[config.mk]
export PLATFORM = sky130hd
export DESIGN_NAME = unidade_mult_div
export DESIGN_NICKNAME = d
export VERILOG_FILES = /design/src/rtl/unidade_mult_div.sv
export SDC_FILE = /design/constraint.sdc
export NUM_CORES = 1
export LEC_CHECK = 0
export BUFFER_PORTS_ARGS = -buffer_cell sky130_fd_sc_hd__buf_4
export CORE_ASPECT_RATIO = 1.25
export CORE_MARGIN = 1
export CORE_UTILIZATION = 60
export DETAILED_ROUTE_END_ITERATION = 16
export PLACE_DENSITY = 0.82
export SLEW_MARGIN = 0
export SYNTH_ARGS = -nofsm -noshare
export SYNTH_HDL_FRONTEND = slang
export SYNTH_SLANG_ARGS = --single-unit
[constraint.sdc]
create_clock -name clk_i -period 7.75 [get_ports clk_i]
set_clock_uncertainty 0.15 [all_clocks]
set_input_delay 0.775 -clock clk_i [delete_from_list [all_inputs] [get_ports clk_i]]
set_output_delay 0.775 -clock clk_i [all_outputs]
set_load 0.005 [all_outputs]
[src/rtl/unidade_mult_div.sv]
// unidade_mult_div: iterative multiply/divide unit (one bit per cycle) holding HI/LO.
// Define MULTDIV_DIV_EN to build the restoring divider and accept op 10/11.
module unidade_mult_div #(
  parameter int WIDTH = 32
) (
  input  logic             clk_i,
  input  logic             rst_n_i,
  input  logic             start_i,
  input  logic [1:0]       op_i,
  input  logic [WIDTH-1:0] op_a_i,
  input  logic [WIDTH-1:0] op_b_i,
  input  logic             mt_hi_i,
  input  logic             mt_lo_i,
  output logic             busy_o,
  output logic             done_o,
  output logic             div_zero_o,
  output logic [WIDTH-1:0] hi_o,
  output logic [WIDTH-1:0] lo_o
);
  // state | meaning
  // IDLE  | accepts start or MTHI/MTLO writes
  // CALC  | one shift-add or restoring-divide step per cycle
  // FIX   | sign correction, HI/LO write, done pulse
  typedef enum logic [1:0] {IDLE, CALC, FIX} state_e;

  localparam logic [5:0] LAST_ITER = 6'(WIDTH - 1);

  state_e             state_q;
  logic [5:0]         cnt_q;
  logic [2*WIDTH-1:0] acc_q;
  logic [WIDTH-1:0]   a_mag_q;
  logic               sign_a_q, sign_b_q;
  logic [WIDTH-1:0]   hi_q, lo_q;
  logic               busy_q, done_q;

  logic [WIDTH-1:0]   a_abs, b_abs;
  logic               start_ok;
  logic [WIDTH:0]     mul_sum;
  logic [2*WIDTH-1:0] mul_next, prod_fix;

  always_comb begin
    a_abs    = (op_i[0] & op_a_i[WIDTH-1]) ? -op_a_i : op_a_i;
    b_abs    = (op_i[0] & op_b_i[WIDTH-1]) ? -op_b_i : op_b_i;
    // accumulator holds {partial product, remaining multiplier bits}
    mul_sum  = {1'b0, acc_q[2*WIDTH-1:WIDTH]} + (acc_q[0] ? {1'b0, a_mag_q} : '0);
    mul_next = {mul_sum, acc_q[WIDTH-1:1]};
    prod_fix = (sign_a_q ^ sign_b_q) ? -acc_q : acc_q;
  end

`ifdef MULTDIV_DIV_EN
  logic               is_div_q, dz_q;
  logic [WIDTH-1:0]   b_mag_q;
  logic [WIDTH:0]     rem_sh, div_diff;
  logic [2*WIDTH-1:0] div_next;
  logic [WIDTH-1:0]   quo_fix, rem_fix, a_orig;

  always_comb begin
    start_ok = start_i;
    rem_sh   = {acc_q[2*WIDTH-1:WIDTH], acc_q[WIDTH-1]};
    div_diff = rem_sh - {1'b0, b_mag_q};
    div_next = div_diff[WIDTH] ? {rem_sh[WIDTH-1:0], acc_q[WIDTH-2:0], 1'b0}
                               : {div_diff[WIDTH-1:0], acc_q[WIDTH-2:0], 1'b1};
    quo_fix  = (sign_a_q ^ sign_b_q) ? -acc_q[WIDTH-1:0] : acc_q[WIDTH-1:0];
    rem_fix  = sign_a_q ? -acc_q[2*WIDTH-1:WIDTH] : acc_q[2*WIDTH-1:WIDTH];
    a_orig   = sign_a_q ? -a_mag_q : a_mag_q;
  end

  assign div_zero_o = dz_q;
`else
  always_comb start_ok = start_i & ~op_i[1];

  assign div_zero_o = 1'b0;
`endif

  always_ff @(posedge clk_i or negedge rst_n_i) begin
    if (!rst_n_i) begin
      state_q  <= IDLE;
      cnt_q    <= '0;
      acc_q    <= '0;
      a_mag_q  <= '0;
      sign_a_q <= 1'b0;
      sign_b_q <= 1'b0;
      hi_q     <= '0;
      lo_q     <= '0;
      busy_q   <= 1'b0;
      done_q   <= 1'b0;
`ifdef MULTDIV_DIV_EN
      is_div_q <= 1'b0;
      dz_q     <= 1'b0;
      b_mag_q  <= '0;
`endif
    end else begin
      done_q <= 1'b0;
`ifdef MULTDIV_DIV_EN
      dz_q   <= 1'b0;
`endif
      case (state_q)
        IDLE: begin
          if (start_ok) begin
            state_q  <= CALC;
            busy_q   <= 1'b1;
            cnt_q    <= '0;
            sign_a_q <= op_i[0] & op_a_i[WIDTH-1];
            sign_b_q <= op_i[0] & op_b_i[WIDTH-1];
            a_mag_q  <= a_abs;
`ifdef MULTDIV_DIV_EN
            is_div_q <= op_i[1];
            b_mag_q  <= b_abs;
            acc_q    <= op_i[1] ? {{WIDTH{1'b0}}, a_abs} : {{WIDTH{1'b0}}, b_abs};
`else
            acc_q    <= {{WIDTH{1'b0}}, b_abs};
`endif
          end else begin
            if (mt_hi_i) hi_q <= op_a_i;
            if (mt_lo_i) lo_q <= op_a_i;
          end
        end
        CALC: begin
          cnt_q <= cnt_q + 6'd1;
`ifdef MULTDIV_DIV_EN
          acc_q <= is_div_q ? div_next : mul_next;
`else
          acc_q <= mul_next;
`endif
          if (cnt_q == LAST_ITER) state_q <= FIX;
        end
        FIX: begin
          state_q <= IDLE;
          busy_q  <= 1'b0;
          done_q  <= 1'b1;
`ifdef MULTDIV_DIV_EN
          if (is_div_q) begin
            if (b_mag_q == '0) begin
              hi_q <= a_orig;
              lo_q <= '1;
              dz_q <= 1'b1;
            end else begin
              hi_q <= rem_fix;
              lo_q <= quo_fix;
            end
          end else
`endif
          begin
            hi_q <= prod_fix[2*WIDTH-1:WIDTH];
            lo_q <= prod_fix[WIDTH-1:0];
          end
        end
        default: state_q <= IDLE;
      endcase
    end
  end

  assign busy_o = busy_q;
  assign done_o = done_q;
  assign hi_o   = hi_q;
  assign lo_o   = lo_q;
endmodule

# == Word level (Yosys, flattened, before mapping) ==
# Index checks and enable logic that the tools add are counted.
# word_totals
ff_bits,172
input_bits,71
output_inout_bits,67
word_cells,57
# op_classes
reduce_logical,9
addsub,5
eq_ne,8
n_bitwise,5
mux,20
# ops
op,count
32-bit two-way mux,7
64-bit two-way mux,2
32-bit case mux with 2 select lines,2
64-bit case mux with 2 select lines,1
32-bit negator,2
64-bit negator,1
32-bit by 32-bit adder with 33-bit output,1
6-bit case mux with 2 select lines,1
2-bit != test (second input constant),5
2-bit AND reduction,4
6-bit by 1-bit adder with 6-bit output (second input constant),1
6-bit by 5-bit == test with 1-bit output (second input constant),1
6-bit two-way mux,1
3-bit AND reduction,2
2-bit two-way mux,2
2-bit case mux with 2 select lines,1
2-bit nonzero test,2
1-bit AND,3
2-bit by 1-bit == test with 1-bit output (second input constant),1
2-bit == test (second input constant),1
2-bit zero test,1
1-bit two-way mux,2
1-bit case mux with 2 select lines,1
1-bit NOT,1
1-bit bitwise XOR,1

# == Longest topological paths before layout ==
# Gate-level depths: netlist of run 1.
# depth
word_depth,4
depth_mapped,13
ltp_nobuf,11

# == Worst setup path after synthesis of run 1 ==
# No wires, ideal clock.
# synth_timing
kind,register to register
from,reg acc_q[0]
to,reg acc_q[47]
t_required_ns,7.480
period_less_slack_ns,3.021
stages_incl_launch_ff,14
arrival_ns,2.751
n_path_buf,2
setup_slack_ns,4.729
setup_time_ns,0.120
path_cell_list,dfrtp_1 > clkbuf_1 > clkbuf_1 > and2_1 > ha_1 > inv_1 > fa_1 > nand2b_1 > a211oi_1 > o21bai_1 > a21oi_1 > o21ai_0 > a21o_1 > a31o_2
# synth_via
elab_chain_len,3
# synth_rtl
item,line_no,rtl
start: declaration,30,logic [2*WIDTH-1:0] acc_q;
start signal: assignment,111,"acc_q <= {{WIDTH{1'b0}}, b_abs};"
start signal: assignment,123,acc_q <= mul_next;
32-bit two-way mux,45,"mul_sum = {1'b0, acc_q[2*WIDTH-1:WIDTH]} + (acc_q[0] ? {1'b0, a_mag_q} : '0);"
32-bit by 32-bit adder with 33-bit output,45,
64-bit case mux with 2 select lines,97,case (state_q)
# Every way passes these cells.
# A chain may end at the register's enable or synchronous reset.

# == Worst setup path after layout of run 1 ==
# layout_timing
from,reg acc_q[0]
to,reg acc_q[61]
# The elaborated chain is that of the path after synthesis.

==> run metrics, run 1 <==
final count of hold timing violations 0; Req. time, crit path 7960 ps; CTS sink count 172; Tightest Pin Transition 1230 ps; cell count after synthesis 1385; power spent charging and discharging nets 2.03 mW; crit path max fanout 37; Core Box Area 0.0190 mm^2; FILL cells 1539; Inserted Clock Buffers 17; leakage power 5.86 nW; total internal power 2.63 mW; post-layout min period 3880 ps; TritonCTS clock tree done; count of final setup violators 0; maximum operating frequency 0.258 GHz; via count normalized by instance count 6.33; post-CTS resize count 0; post-detailed-route DRC marker count 0; Clock Power Share 0.187; Post-CTS Setup Bufs 0; worst setup path class flip-flop to flip-flop; largest voltage drop on the vdd net 0.198 mV; count of standard-cell rows 56; Syn-to-layout area delta 14.9%; die area 0.0201 mm^2; Post-synth EDFFs 0; number of flip-flops and latches in the synthesized netlist 172; share of Yosys cell area claimed by the top area cell type 0.366; die span in y 158 um; initial core utilization 0.619; reported max-cap violation count 0; critical path endpoint category flip-flop; warnings from Yosys 0; highest-count cells in the layout ignoring fill and taps o21ai_0, dfrtp_1, buf_4, nand2_1, a21oi_1; pin count of the biggest net entering global routing 117; Final Routed Wirelength 33700 um; CTS H-tree lvls 4; RSZ-0062 raised after global routing no; first-pass GRT wire length 53600 um; overflow left after global routing 0; count of cells along the worst register-to-register path 11; worst slew margin relative to its limit 0.178; most area-consuming cells after synthesis dfrtp_1, o21ai_0, xnor2_1, xor2_1, a21oi_1; Die X 127 um; Yosys top cell by area dfrtp_1; Synth cell types 70; clock slew at the register clock pins of the worst setup and hold paths 70 ps; aggregate global-route resource usage 0.343; initial antenna violation count 0; leading cell type in the layout, fill and taps excluded o21ai_0; sequential power share 0.360; estimated wirelength of the detail-placed design 24500 um; global-route met2 utilization 0.598; nets in the synthesized netlist 1493; power per standard cell area 345 mW/mm^2; maximum number of buffers from clock root to sink 2; routability congestion estimate 0.951; post-route antenna net violation count 0; met1 Usage GRT 0.416; core occupancy in the finished layout 0.711; part of the Yosys area used for sequential elements 0.366; library cell used as clock root buffer clkbuf_16; fraction of layout cells with a size suffix above 1 0.159; setup_tns 0 ps; Clk Latency, worst-skew pair 450 ps; status finished clean; average wire length per cell after detail routing 19.4 um; top-level port count 138; fraction of power spent switching nets 0.435; Inserted Diodes 0; share of synthesized registers carrying an async set or reset 1.00; period utilisation layout 0.500; mean instance size in the synthesized netlist 8.48 um^2; top flip-flop cell by instance count after synthesis dfrtp_1; number of nets at the end of the flow 1571; netlist area before placement 0.0117 mm^2; routing layer with the top usage in global route met2; worst path arrival time 4090 ps; count of input and output buffers 136; drt initial violations 916; final slew viol count 0; total number of vias 11000; GR Layer Usage met3 0.0501; Critical Path Start Type flip-flop; number of global-route vias before repair 10500; portion of total power attributed to combinational logic 0.453; hold crit path type input port to asynchronous set/reset pin; number of buffers inserted for hold repair after clock tree synthesis 0; 1st-pass router iterations 6
## final timing paths
kind,start,end,slack (ps)
worst max register to register,acc_q[0],acc_q[61],3870
min in group clk_i,a_mag_q[18],a_mag_q[18],330
worst min register to register,a_mag_q[18],a_mag_q[18],330
worst min-delay path,rst_n_i,cnt_q[2],250
worst max-delay path,acc_q[0],acc_q[61],3870
max in group asynchronous,rst_n_i,acc_q[37],5620
## sequential cells by signal, summed over array words and instances, names as in the netlist
name	count
a_mag_q	32
sign_b_q	1
acc_q	64
sign_a_q	1
busy_o	1
cnt_q	6
done_o	1
lo_o	32
state_q	2
hi_o	32
## power by group through the flow
stage                     logic (mW)  registers [mW]  clock network (mW)
after floorplan                 1.51            1.52                   0
after global placement          2.02            1.66                   0
after detailed placement        2.08            1.67                   0
after CTS                       2.09            1.66               0.872
after global routing            2.33            1.72               0.910
final                           2.11            1.68               0.871
## per-stage QoR
stage | hold slack, ps | setup WS (ps) | instance area [um^2] | power (mW) | std cells
after floorplan | 288 | 4730 | 11700 | 3.03 | 1385
after global placement | 303 | 4080 | 12900 | 3.69 | 1705
after detailed placement | 309 | 3950 | 12900 | 3.75 | 1705
after CTS | 293 | 3930 | 13500 | 4.63 | 1737
after global routing | 335 | 3590 | 13500 | 4.96 | 1737
final | 251 | 3870 | 13500 | 4.66 | 1737
## logic make-up after synthesis
logic type,Yosys count,share of synthesized area
other,1,0.000319
multiplexers,32,0.0296
AND/OR/NAND/NOR,431,0.188
adder cells (fa/ha/maj),37,0.0400
flip-flops,172,0.366
XOR/XNOR,140,0.104
buffers and inverters,119,0.0386
AO/OA/AOI/OAI,453,0.233
## layer usage
layer | up-vias | part of all wire | wire [um]
li1 | 5165 | - | -
met1 | 5246 | 0.39 | 13300
met2 | 468 | 0.50 | 16700
met3 | 114 | 0.067 | 2250
met4 | 0 | 0.044 | 1470
met5 | - | 0 | 0
## layout make-up
| cell class | count | area (um^2) | area share |
|---|---|---|---|
| multi-input cells | 1094 | 7030 | 0.521 |
| flip-flops and latches | 172 | 4300 | 0.319 |
| clock inverters | 14 | 178 | 0.0132 |
| clock buffers | 18 | 429 | 0.0318 |
| repair buffers | 148 | 1110 | 0.0826 |
| inverters | 30 | 113 | 0.00834 |
| well taps | 261 | 327 | 0.0242 |
## Yosys cell counts (3+ instances only)
library cell and count:
nand3_1 41, or2_2 9, and2_1 39, nor2_1 86, a22oi_1 59, dfrtp_1 172, nor2b_1 9, a31oi_1 18
nand4_1 18, a21oi_1 101, mux2i_1 10, and4_1 5, or3_1 10, and3_1 6, nor3b_1 3, buf_1 4
nor4_1 17, or4_1 7, nand2_1 125, inv_1 29, nand2b_1 11, o211ai_1 4, xnor2_1 77, a211oi_1 5
xor2_1 63, nor3_1 29, a211o_1 4, mux2_2 22, o21bai_1 5, a21o_1 22, clkbuf_1 82, o31ai_1 23
o21a_1 7, o21ai_0 179, o41ai_1 8, ha_1 36
## worst max-delay path: stages, from the launching register on
cell	delay, ps
dfrtp_1	1040
and2_1	240
ha_1	170
inv_1	50
fa_1	400
nand2b_1	200
a211oi_1	440
nor4b_1	180
o21ai_0	420
a311oi_1	180
xor2_1	160
o21ai_0	150
Power figures use the tool's default switching activity.
==> inputs of run 2 (changes only) <==
==> constraint.sdc (replaced) <==
create_clock -name clk_i -period 4 [get_ports clk_i]
set_clock_uncertainty 0.15 [all_clocks]
set_input_delay 0.4 -clock clk_i [delete_from_list [all_inputs] [get_ports clk_i]]
set_output_delay 0.4 -clock clk_i [all_outputs]
set_load 0.005 [all_outputs]
==> run 2 against run 1 <==
Design area rose by 0.57%. Worst setup slack worse by 3500 ps. Count of clock-buffer cells in the layout down 1. Register-to-register slack got worse by 3500 ps. Utilization rose by 0.40 points. Global-route usage is 0.72 points higher. Sequential cell count unchanged. Final cell count rose by 0.35%. Critical path type unchanged.
==> run metrics, run 2 (same netlist as run 1, synthesis figures left out) <==
Post-CTS Setup Bufs 0; leading cell type in the layout, fill and taps excluded o21ai_0; Reg2Reg Launch Point acc_q[0]; initial antenna violation count 0; logic depth of the worst setup path including buffers 10; number of buffers inserted for hold repair after clock tree synthesis 1; worst path arrival time 3840 ps; via count normalized by instance count 6.29; critical path buffer and inverter count 1; estimated wirelength of the detail-placed design 25600 um; Clk Latency, worst-skew pair 440 ps; aggregate global-route resource usage 0.350; count of standard-cell rows 56; leakage power 5.91 nW; overflow left after global routing 0; register with the highest flop count acc_q; highest-count cells in the layout ignoring fill and taps o21ai_0, dfrtp_1, buf_4, nand2_1, a21oi_1; final count of hold timing violations 0; last element of the critical path acc_q[61]; maximum operating frequency 0.276 GHz; number of global-route vias before repair 10400; TritonCTS clock tree done; library cell used as clock root buffer clkbuf_16; status finished clean; cell class contributing the biggest share of worst-path delay compound AO/OA/AOI/OAI gates; Tightest Pin Transition 957 ps; CTS sink count 172; post-route antenna net violation count 0; die span in y 158 um; crit path from acc_q[0]; standard cell area after detailed placement 0.0129 mm^2; hold crit path type input port to flip-flop; Final Routed Wirelength 34500 um; Largest stage delay, worst path 780 ps; Die X 127 um; power per standard cell area 677 mW/mm^2; total number of vias 11000; initial core utilization 0.619; first-pass GRT wire length 54200 um; critical path endpoint category flip-flop; worst setup path class flip-flop to flip-flop; RSZ-0062 raised after global routing no; count of input and output buffers 136; largest voltage drop on the vdd net 0.379 mV; pin count of the biggest net entering global routing 96; worst slew margin relative to its limit 0.362; clock slew at the register clock pins of the worst setup and hold paths 80 ps; Inserted Clock Buffers 17; Syn-to-layout area delta 15.5%; 1st-pass router iterations 5; count of final setup violators 0; crit path max fanout 19; maximum number of buffers from clock root to sink 2; post-route worst hold slack 41.7 ps; final slew viol count 0; number of nets at the end of the flow 1577; post-CTS resize count 0; end of the worst register-to-register path acc_q[61]; cell seen most often among critical-path stages o21ai_0; flip-flop count of the largest register, all copies and words added 64; slowest stage cell, crit path dfrtp_1; Core Box Area 0.0190 mm^2; setup_tns 0 ps; Finished Cell Area 0.0136 mm^2; post-layout min period 3630 ps; average wire length per cell after detail routing 19.8 um; period utilisation layout 0.907; worst-path cell chain buf_4 -> nand2_1 -> fa_1 -> nand2b_1 -> a211oi_1 -> nor4b_1 -> o21ai_0 -> a311oi_1 -> xor2_1 -> o21ai_0; launch instance of the worst min-delay path op_b_i[31]; core occupancy in the finished layout 0.715; FF-to-FF setup slack 370 ps; drt initial violations 903; Req. time, crit path 4210 ps; post-detailed-route DRC marker count 0; die area 0.0201 mm^2; Critical Path Start Type flip-flop; CTS H-tree lvls 4; top-level port count 138; fraction of layout cells with a size suffix above 1 0.162; Inserted Diodes 0; reported max-cap violation count 0; routability congestion estimate 0.903; count of cells along the worst register-to-register path 10
[run 2: power breakdown]
group	internal [mW]	switching (mW)	total [mW]
Clock	0.960	0.821	1.78
Combinational	1.88	2.27	4.14
Sequential	2.39	0.875	3.26
Total	5.23	3.96	9.19
[run 2: final cells by class]
type                    count  area (um^2)
clock buffers              17          425
fillers                  1509         5420
clock inverters            15          198
well taps                 261          327
inverters                  30          113
repair buffers            154         1170
flip-flops and latches    172         4300
multi-input cells        1094         7030
[run 2: metal layers]
| metal | GRT usage | wire length [um] | vias to the layer above |
|---|---|---|---|
| met5 | 0 | 0 | - |
| met4 | 0.186 | 1650 | 0 |
| met3 | 0.0481 | 2040 | 127 |
| met2 | 0.605 | 17000 | 471 |
| met1 | 0.425 | 13800 | 5205 |
| li1 | - | - | 5152 |
[run 2: worst min path at each step]
stage	end	slack, ps	cells after the start
after floorplan	a_mag_q[0]	-50	0
after global placement	acc_q[62]	180	1
after detailed placement	acc_q[62]	180	1
after CTS	acc_q[31]	40	3
after global routing	acc_q[31]	70	3
final	acc_q[31]	40	3
[run 2: worst min-delay path, cell delays in order]
cell and delay [ps]:
buf_4 90, nand3_1 60, nand2_1 60
[run 2: stage by stage]
| step | setup slack, ps | instances | total power, mW |
|---|---|---|---|
| floorplan | 979 | 1385 | 5.87 |
| global placement | 567 | 1710 | 7.21 |
| detailed placement | 443 | 1710 | 7.32 |
| CTS | 430 | 1743 | 9.11 |
| global route | 208 | 1743 | 9.77 |
| finish | 372 | 1743 | 9.19 |
